--- config.mk ---
export PLATFORM = sky130hd
export DESIGN_NAME = load_store_unit_flat
export DESIGN_NICKNAME = d
export VERILOG_FILES = /design/src/rtl/lsu_pkg.sv /design/src/rtl/load_store_unit_if.sv /design/src/rtl/lsu_align.sv /design/src/rtl/load_store_unit.sv /design/src/flat_wrapper.sv
export SDC_FILE = /design/constraint.sdc
export NUM_CORES = 1
export LEC_CHECK = 0
export CAP_MARGIN = 15
export CORE_MARGIN = 2
export CORE_UTILIZATION = 28
export DETAILED_ROUTE_END_ITERATION = 8
export GPL_TIMING_DRIVEN = 0
export PLACE_DENSITY = 0.53
export SYNTH_ARGS = -nofsm -noshare
export SYNTH_HDL_FRONTEND = slang
export SYNTH_HIERARCHICAL = 1
export SYNTH_SLANG_ARGS = --single-unit
--- constraint.sdc ---
create_clock -name clk -period 6.9 [get_ports clk]
set_input_delay 1.035 -clock clk [delete_from_list [all_inputs] [get_ports clk]]
set_output_delay 1.035 -clock clk [all_outputs]
set_load 0.03 [all_outputs]
--- src/rtl/lsu_pkg.sv ---
// Shared definitions for the load/store unit: RV32I width codes, FSM states
// and the acceptance-time legality check.
package lsu_pkg;

    localparam logic [2:0] F3_B  = 3'b000;
    localparam logic [2:0] F3_H  = 3'b001;
    localparam logic [2:0] F3_W  = 3'b010;
    localparam logic [2:0] F3_BU = 3'b100;
    localparam logic [2:0] F3_HU = 3'b101;

    typedef enum logic [1:0] {
        IDLE  = 2'd0,
        READ  = 2'd1,
        WRITE = 2'd2,
        RESP  = 2'd3
    } lsu_state_e;

    // True when the access must be refused without touching memory:
    // unknown width, misaligned half/word, or an unsigned-width store.
    function automatic logic access_error(input logic       write,
                                          input logic [2:0] funct3,
                                          input logic [1:0] offset);
        logic err;
        case (funct3)
            F3_B:    err = 1'b0;
            F3_BU:   err = write;
            F3_H:    err = offset[0];
            F3_HU:   err = write | offset[0];
            F3_W:    err = (offset != 2'b00);
            default: err = 1'b1;
        endcase
        return err;
    endfunction

endpackage

--- src/rtl/load_store_unit_if.sv ---
// CPU request/response channel plus word-addressed data memory port.
// master: the load/store unit. slave: the CPU datapath and memory around it.
interface load_store_unit_if;

    logic        req_valid;
    logic        req_ready;
    logic        req_write;
    logic [31:0] req_addr;
    logic [31:0] req_wdata;
    logic [2:0]  req_funct3;

    logic        resp_valid;
    logic [31:0] resp_rdata;
    logic        resp_error;

    logic [31:0] mem_addr;
    logic [31:0] mem_din;
    logic        mem_read;
    logic        mem_write;
    logic [31:0] mem_dout;

    modport master (
        input  req_valid, req_write, req_addr, req_wdata, req_funct3, mem_dout,
        output req_ready, resp_valid, resp_rdata, resp_error,
               mem_addr, mem_din, mem_read, mem_write
    );

    modport slave (
        output req_valid, req_write, req_addr, req_wdata, req_funct3, mem_dout,
        input  req_ready, resp_valid, resp_rdata, resp_error,
               mem_addr, mem_din, mem_read, mem_write
    );

endinterface

--- src/rtl/lsu_align.sv ---
// Byte/half lane steering: extracts and extends load data from a memory word,
// and merges sub-word store data into a memory word.
module lsu_align
    import lsu_pkg::*;
(
    input  logic [31:0] word,
    input  logic [1:0]  addr,
    input  logic [2:0]  funct3,
    input  logic [15:0] wdata,
    output logic [31:0] load_data,
    output logic [31:0] store_word
);

    logic [7:0]  byte_lane;
    logic [15:0] half_lane;

    // Pick the addressed lane and extend it according to the width code
    always_comb begin
        unique case (addr)
            2'd0: byte_lane = word[7:0];
            2'd1: byte_lane = word[15:8];
            2'd2: byte_lane = word[23:16];
            2'd3: byte_lane = word[31:24];
        endcase
        half_lane = addr[1] ? word[31:16] : word[15:0];

        unique case (funct3)
            F3_B:    load_data = {{24{byte_lane[7]}}, byte_lane};
            F3_BU:   load_data = {24'h0, byte_lane};
            F3_H:    load_data = {{16{half_lane[15]}}, half_lane};
            F3_HU:   load_data = {16'h0, half_lane};
            F3_W:    load_data = word;
            default: load_data = 32'h0;
        endcase
    end

    // Overwrite only the addressed lanes; other lanes keep the read-back value
    always_comb begin
        store_word = word;
        if (funct3 == F3_B) begin
            unique case (addr)
                2'd0: store_word[7:0]   = wdata[7:0];
                2'd1: store_word[15:8]  = wdata[7:0];
                2'd2: store_word[23:16] = wdata[7:0];
                2'd3: store_word[31:24] = wdata[7:0];
            endcase
        end else if (funct3 == F3_H) begin
            if (addr[1]) begin
                store_word[31:16] = wdata;
            end else begin
                store_word[15:0] = wdata;
            end
        end
    end

endmodule

--- src/rtl/load_store_unit.sv ---
// Data-memory initiator: one load/store in flight, sub-word stores done as
// read-modify-write because the memory only writes whole words.
module load_store_unit
    import lsu_pkg::*;
#(
    parameter int unsigned READ_WAIT = 1
) (
    input  logic               clk,
    input  logic               reset,
    load_store_unit_if.master  bus
);

    localparam logic [3:0] WAIT_INIT = 4'(READ_WAIT - 1);

    lsu_state_e  state_q;
    logic        write_q;
    logic [2:0]  funct3_q;
    logic [1:0]  offset_q;
    logic [15:0] wdata_q;
    logic [3:0]  wait_q;

    logic        resp_valid_q;
    logic [31:0] resp_rdata_q;
    logic        resp_error_q;
    logic [31:0] mem_addr_q;
    logic [31:0] mem_din_q;
    logic        mem_read_q;
    logic        mem_write_q;

    logic [31:0] load_data;
    logic [31:0] store_word;

    // Steering works on the live memory word with the captured request fields
    lsu_align u_align (
        .word       (bus.mem_dout),
        .addr       (offset_q),
        .funct3     (funct3_q),
        .wdata      (wdata_q),
        .load_data  (load_data),
        .store_word (store_word)
    );

    // Sequencer: state plus every registered output, so strobes drop on reset
    always_ff @(posedge clk or posedge reset) begin
        if (reset) begin
            state_q      <= IDLE;
            write_q      <= 1'b0;
            funct3_q     <= 3'b000;
            offset_q     <= 2'b00;
            wdata_q      <= 16'h0;
            wait_q       <= 4'h0;
            resp_valid_q <= 1'b0;
            resp_rdata_q <= 32'h0;
            resp_error_q <= 1'b0;
            mem_addr_q   <= 32'h0;
            mem_din_q    <= 32'h0;
            mem_read_q   <= 1'b0;
            mem_write_q  <= 1'b0;
        end else begin
            resp_valid_q <= 1'b0;
            unique case (state_q)
                IDLE: begin
                    if (bus.req_valid) begin
                        write_q    <= bus.req_write;
                        funct3_q   <= bus.req_funct3;
                        offset_q   <= bus.req_addr[1:0];
                        wdata_q    <= bus.req_wdata[15:0];
                        mem_addr_q <= {bus.req_addr[31:2], 2'b00};
                        if (access_error(bus.req_write, bus.req_funct3, bus.req_addr[1:0])) begin
                            state_q      <= RESP;
                            resp_valid_q <= 1'b1;
                            resp_rdata_q <= 32'h0;
                            resp_error_q <= 1'b1;
                        end else if (bus.req_write && bus.req_funct3 == F3_W) begin
                            // Full-word store needs no read-back
                            state_q     <= WRITE;
                            mem_write_q <= 1'b1;
                            mem_din_q   <= bus.req_wdata;
                        end else begin
                            // Loads and sub-word stores both start with a read
                            state_q    <= READ;
                            mem_read_q <= 1'b1;
                            wait_q     <= WAIT_INIT;
                        end
                    end
                end
                READ: begin
                    if (wait_q == 4'h0) begin
                        mem_read_q <= 1'b0;
                        if (write_q) begin
                            state_q     <= WRITE;
                            mem_write_q <= 1'b1;
                            mem_din_q   <= store_word;
                        end else begin
                            state_q      <= RESP;
                            resp_valid_q <= 1'b1;
                            resp_rdata_q <= load_data;
                            resp_error_q <= 1'b0;
                        end
                    end else begin
                        wait_q <= wait_q - 4'h1;
                    end
                end
                WRITE: begin
                    state_q      <= RESP;
                    mem_write_q  <= 1'b0;
                    resp_valid_q <= 1'b1;
                    resp_rdata_q <= 32'h0;
                    resp_error_q <= 1'b0;
                end
                RESP: begin
                    state_q <= IDLE;
                end
            endcase
        end
    end

    assign bus.req_ready  = (state_q == IDLE);
    assign bus.resp_valid = resp_valid_q;
    assign bus.resp_rdata = resp_rdata_q;
    assign bus.resp_error = resp_error_q;
    assign bus.mem_addr   = mem_addr_q;
    assign bus.mem_din    = mem_din_q;
    assign bus.mem_read   = mem_read_q;
    assign bus.mem_write  = mem_write_q;

endmodule

--- src/flat_wrapper.sv ---
// flat-port wrapper written by rule: the top's interface ports become plain ports
module load_store_unit_flat import lsu_pkg::*;
#(
    parameter int unsigned READ_WAIT = 1
)
  (clk, reset, bus_req_valid, bus_req_write, bus_req_addr, bus_req_wdata, bus_req_funct3, bus_mem_dout, bus_req_ready, bus_resp_valid, bus_resp_rdata, bus_resp_error, bus_mem_addr, bus_mem_din, bus_mem_read, bus_mem_write);
  load_store_unit_if bus_i ();
  input  logic clk;
  input  logic reset;
  input wire logic [$bits(bus_i.req_valid)-1:0] bus_req_valid;
  input wire logic [$bits(bus_i.req_write)-1:0] bus_req_write;
  input wire logic [$bits(bus_i.req_addr)-1:0] bus_req_addr;
  input wire logic [$bits(bus_i.req_wdata)-1:0] bus_req_wdata;
  input wire logic [$bits(bus_i.req_funct3)-1:0] bus_req_funct3;
  input wire logic [$bits(bus_i.mem_dout)-1:0] bus_mem_dout;
  output wire logic [$bits(bus_i.req_ready)-1:0] bus_req_ready;
  output wire logic [$bits(bus_i.resp_valid)-1:0] bus_resp_valid;
  output wire logic [$bits(bus_i.resp_rdata)-1:0] bus_resp_rdata;
  output wire logic [$bits(bus_i.resp_error)-1:0] bus_resp_error;
  output wire logic [$bits(bus_i.mem_addr)-1:0] bus_mem_addr;
  output wire logic [$bits(bus_i.mem_din)-1:0] bus_mem_din;
  output wire logic [$bits(bus_i.mem_read)-1:0] bus_mem_read;
  output wire logic [$bits(bus_i.mem_write)-1:0] bus_mem_write;
  assign bus_i.req_valid = bus_req_valid;
  assign bus_i.req_write = bus_req_write;
  assign bus_i.req_addr = bus_req_addr;
  assign bus_i.req_wdata = bus_req_wdata;
  assign bus_i.req_funct3 = bus_req_funct3;
  assign bus_i.mem_dout = bus_mem_dout;
  assign bus_req_ready = bus_i.req_ready;
  assign bus_resp_valid = bus_i.resp_valid;
  assign bus_resp_rdata = bus_i.resp_rdata;
  assign bus_resp_error = bus_i.resp_error;
  assign bus_mem_addr = bus_i.mem_addr;
  assign bus_mem_din = bus_i.mem_din;
  assign bus_mem_read = bus_i.mem_read;
  assign bus_mem_write = bus_i.mem_write;
  load_store_unit #(.READ_WAIT(READ_WAIT)) u_core (.clk(clk), .reset(reset), .bus(bus_i));
endmodule
==> summary.txt <==
Area contributors post-synth: dfrtp_1 44%, mux2_2 16%, mux2_4 6.5%
Largest net degree at the start of global routing: 67
GRT Residual Overflow: 0
Leakage: 4.35 nW
WL/cell: 21.1 um
RSZ-0062 raised after global routing: false
Die H: 164 um
Post-CTS setup buffers: 0
Final period util: 45.7%
Clk pwr share: 17.7%
Fin Clk Skew: 9.80 ps
Max FO, Critical Path: 10
Worst setup path class: in2reg
Post-synth cell types: 66
Power per cell area: 531 nW/um^2
Synth area leader: dfrtp_1
GR peak layer: met2
Share of cells above drive strength 1: 28.3%
Sequential Power Share: 24.9%
Detailed Route Iter0 Violations: 303
Average size of a mapped cell: 12.7 um^2
Switching fraction of total power: 41.4%
Fin util: 40.8%
Met2 usage: 28.6%
Share of the synthesized area in the top cell type: 43.8%
Setup TNS: 0 ps
Min Tclk post-route: 3150 ps
Initial Util: 28.6%
FF+latch count, synth: 126
Status: finished, final reports clean
Met3 Use GR: 4.39%
Post-synth ARST share: 100%
FF/Latch Area: 3150 um^2
P_sw: 2.26 mW
Drc violations: 0
Final #Nets: 897
Critical path data required time: 7250 ps
Max-cap viol count: 0
Final instance count without filler cells: 1132
Die area: 27000 um^2
Worst Setup Start Kind: primary input
Final wirelength: 23900 um
Worst-skew pair later-pin latency: 420 ps
# IOs: 204
Mux contribution to synthesized area: 25.0%
ANT nets after route: 0
Worst slew pin tran: 705 ps
Setup ws final: 3750 ps
Adder-Cell Fraction of Synth Area: 0.870%
Int Pwr: 3.19 mW
Main synth FF type: dfrtp_1
Most frequent cell after synthesis: dfrtp_1
Slew Limit Fails: 0
Area Overhead vs Synth: 43.0%
Synth Area in Simple Gates: 9.17%
GRT Util Overall: 18.0%
Multi-input gate area in the final layout: 3650 um^2
CTS Sinks: 126
F_max: 317 MHz
Crit end category: flip-flop
Place WS: 3360 ps
PostCTS Resize Cnt: 0
Vias in the first global route: 5817
Antenna Cells: 0
Worst-path clk slew: 60 ps
Compound-Gate Fraction of Synth Area: 15.5%
Fillers: 2383
Worst min path class: reg2reg
Final setup viols: 0
Detailed Routing Iterations Pass 1: 5
Post-Synth XOR/XNOR Area: 0.122%
Yosys Warn Count: 6
Post-DP HPWL: 18100 um
Final hold violations: 0
Clk Tree Root Cell: clkbuf_16
# hold bufs at CTS: 0
EDFF count, synth: 0
Main combinational cell family by area after synthesis: multiplexers
Commonest cells in the synthesized netlist: 126 x dfrtp_1, 102 x mux2_2, 32 x a22o_1
Post-Syn Area: 7190 um^2
IO Port Bufs: 201
Core ar.: 25200 um^2
Total number of vias: 5656
Drt via density: 5.00
Met1 usage: 24.1%
CP arrival: 3500 ps
Die width: 164 um
Max clock buf depth: 2
Global-route wire length before repair: 36100 um
Cells after synthesis: 567
TritonCTS clock tree: done
Seq/Total Area, Yosys: 43.8%
Maximum ir drop on the vdd rail: 0.183 mV
Initial antenna violation count: 0
Rel. slew slack: 52.6%
Gate power share: 57.4%
# placed instances: 1100
Htree depth: 4
CTS Buf Count: 17
Rows: 58
Final GP Congestion: 0.845
[through the flow]
step                hold slack, ps  cell area, um^2  total power [mW]
floorplan                      464             7190              3.41
global placement               489             9620              4.48
detailed placement             494             9650              4.50
CTS                            507            10300              5.50
global route                   518            10300              5.76
finish                         503            10300              5.46
[worst max-delay path, cell delays in order]
cell and delay (ps):
clkdlybuf4s50_1 520, nor4_1 670, o21ai_0 260, nand3_1 320, clkbuf_1 460, a22o_1 230
[sequential cells by signal, indices dropped and copies added (netlist names)]
name	cells
u_core/offset_q	2
u_core/bus.resp_valid	1
u_core/funct3_q	3
u_core/state_q	2
u_core/bus.mem_din	32
u_core/wdata_q	16
u_core/bus.mem_write	1
u_core/bus.mem_addr	30
u_core/write_q	1
u_core/bus.resp_error	1
u_core/bus.resp_rdata	32
u_core/wait_q	4
u_core/bus.mem_read	1
[layer usage]
layer	vias up	share of wire, %
met5	-	0
met1	2777	45
met4	0	2.1
met3	31	5.9
li1	2631	-
met2	217	47
[worst paths after layout]
path                                    startpoint  slack [ps]  cells past startpoint                   endpoint
max in group asynchronous                    reset        5060                      3  u_core/bus.resp_rdata[11]
min reg2reg                u_core/bus.mem_addr[21]         500                      1    u_core/bus.mem_addr[21]
min in group asynchronous                    reset        1100                      2    u_core/bus.mem_addr[14]
max                              bus_req_funct3[0]        3750                      6   u_core/bus.resp_rdata[5]
max reg2reg                       u_core/wait_q[1]        4340                      7   u_core/bus.resp_rdata[5]
min                        u_core/bus.mem_addr[21]         500                      1    u_core/bus.mem_addr[21]
[power groups by stage]
stage          combinational [mW]  clock, mW  sequential [mW]
5_1_grt                      3.33       1.03             1.41
6_report                     3.13      0.968             1.36
4_1_cts                      3.14      0.997             1.36
2_1_floorplan                1.60          0             1.81
3_3_place_gp                 3.12          0             1.36
3_5_place_dp                 3.13          0             1.37
[layout by cell type (no fill, tap or decap), types with 4 or more instances in the layout]
master and instances:
a21oi_1 8, a221o_1 16, a222oi_1 7, a22o_1 32, and2_1 10, and3_1 11
buf_1 4, buf_2 12, buf_4 4, buf_6 16, bufinv_16 4, clkbuf_1 10
clkbuf_16 17, clkdlybuf4s50_1 201, dfrtp_1 126, ha_1 5, inv_1 7, mux2_2 102
mux2_4 31, mux2i_1 18, nand2_1 20, nand2b_1 4, nand3_1 17, nor2_1 5
nor2b_1 6, o211ai_1 7, o211ai_2 10, o21ai_0 7, o21ai_2 4, o221ai_1 17
or4bb_1 7
[cell type report]
class                           count  share of cell area, %
Sequential cell                   126                   30.7
Timing Repair Buffer              202                   19.8
Tap cell                          330                   4.02
Multi-Input combinational cell    385                   35.5
Inverter                            9                  0.377
Clock inverter                     12                   1.79
Clock buffer                       20                   4.34
Buffer                             48                   3.50
[cells by family after synthesis]
logic type | Yosys count
other cells | 1
flops | 126
compound gates | 122
xor+xnor | 1
simple gates | 104
buf+inv | 57
fa+ha+maj | 5
mux | 151
Power figures use the tool's default switching activity.
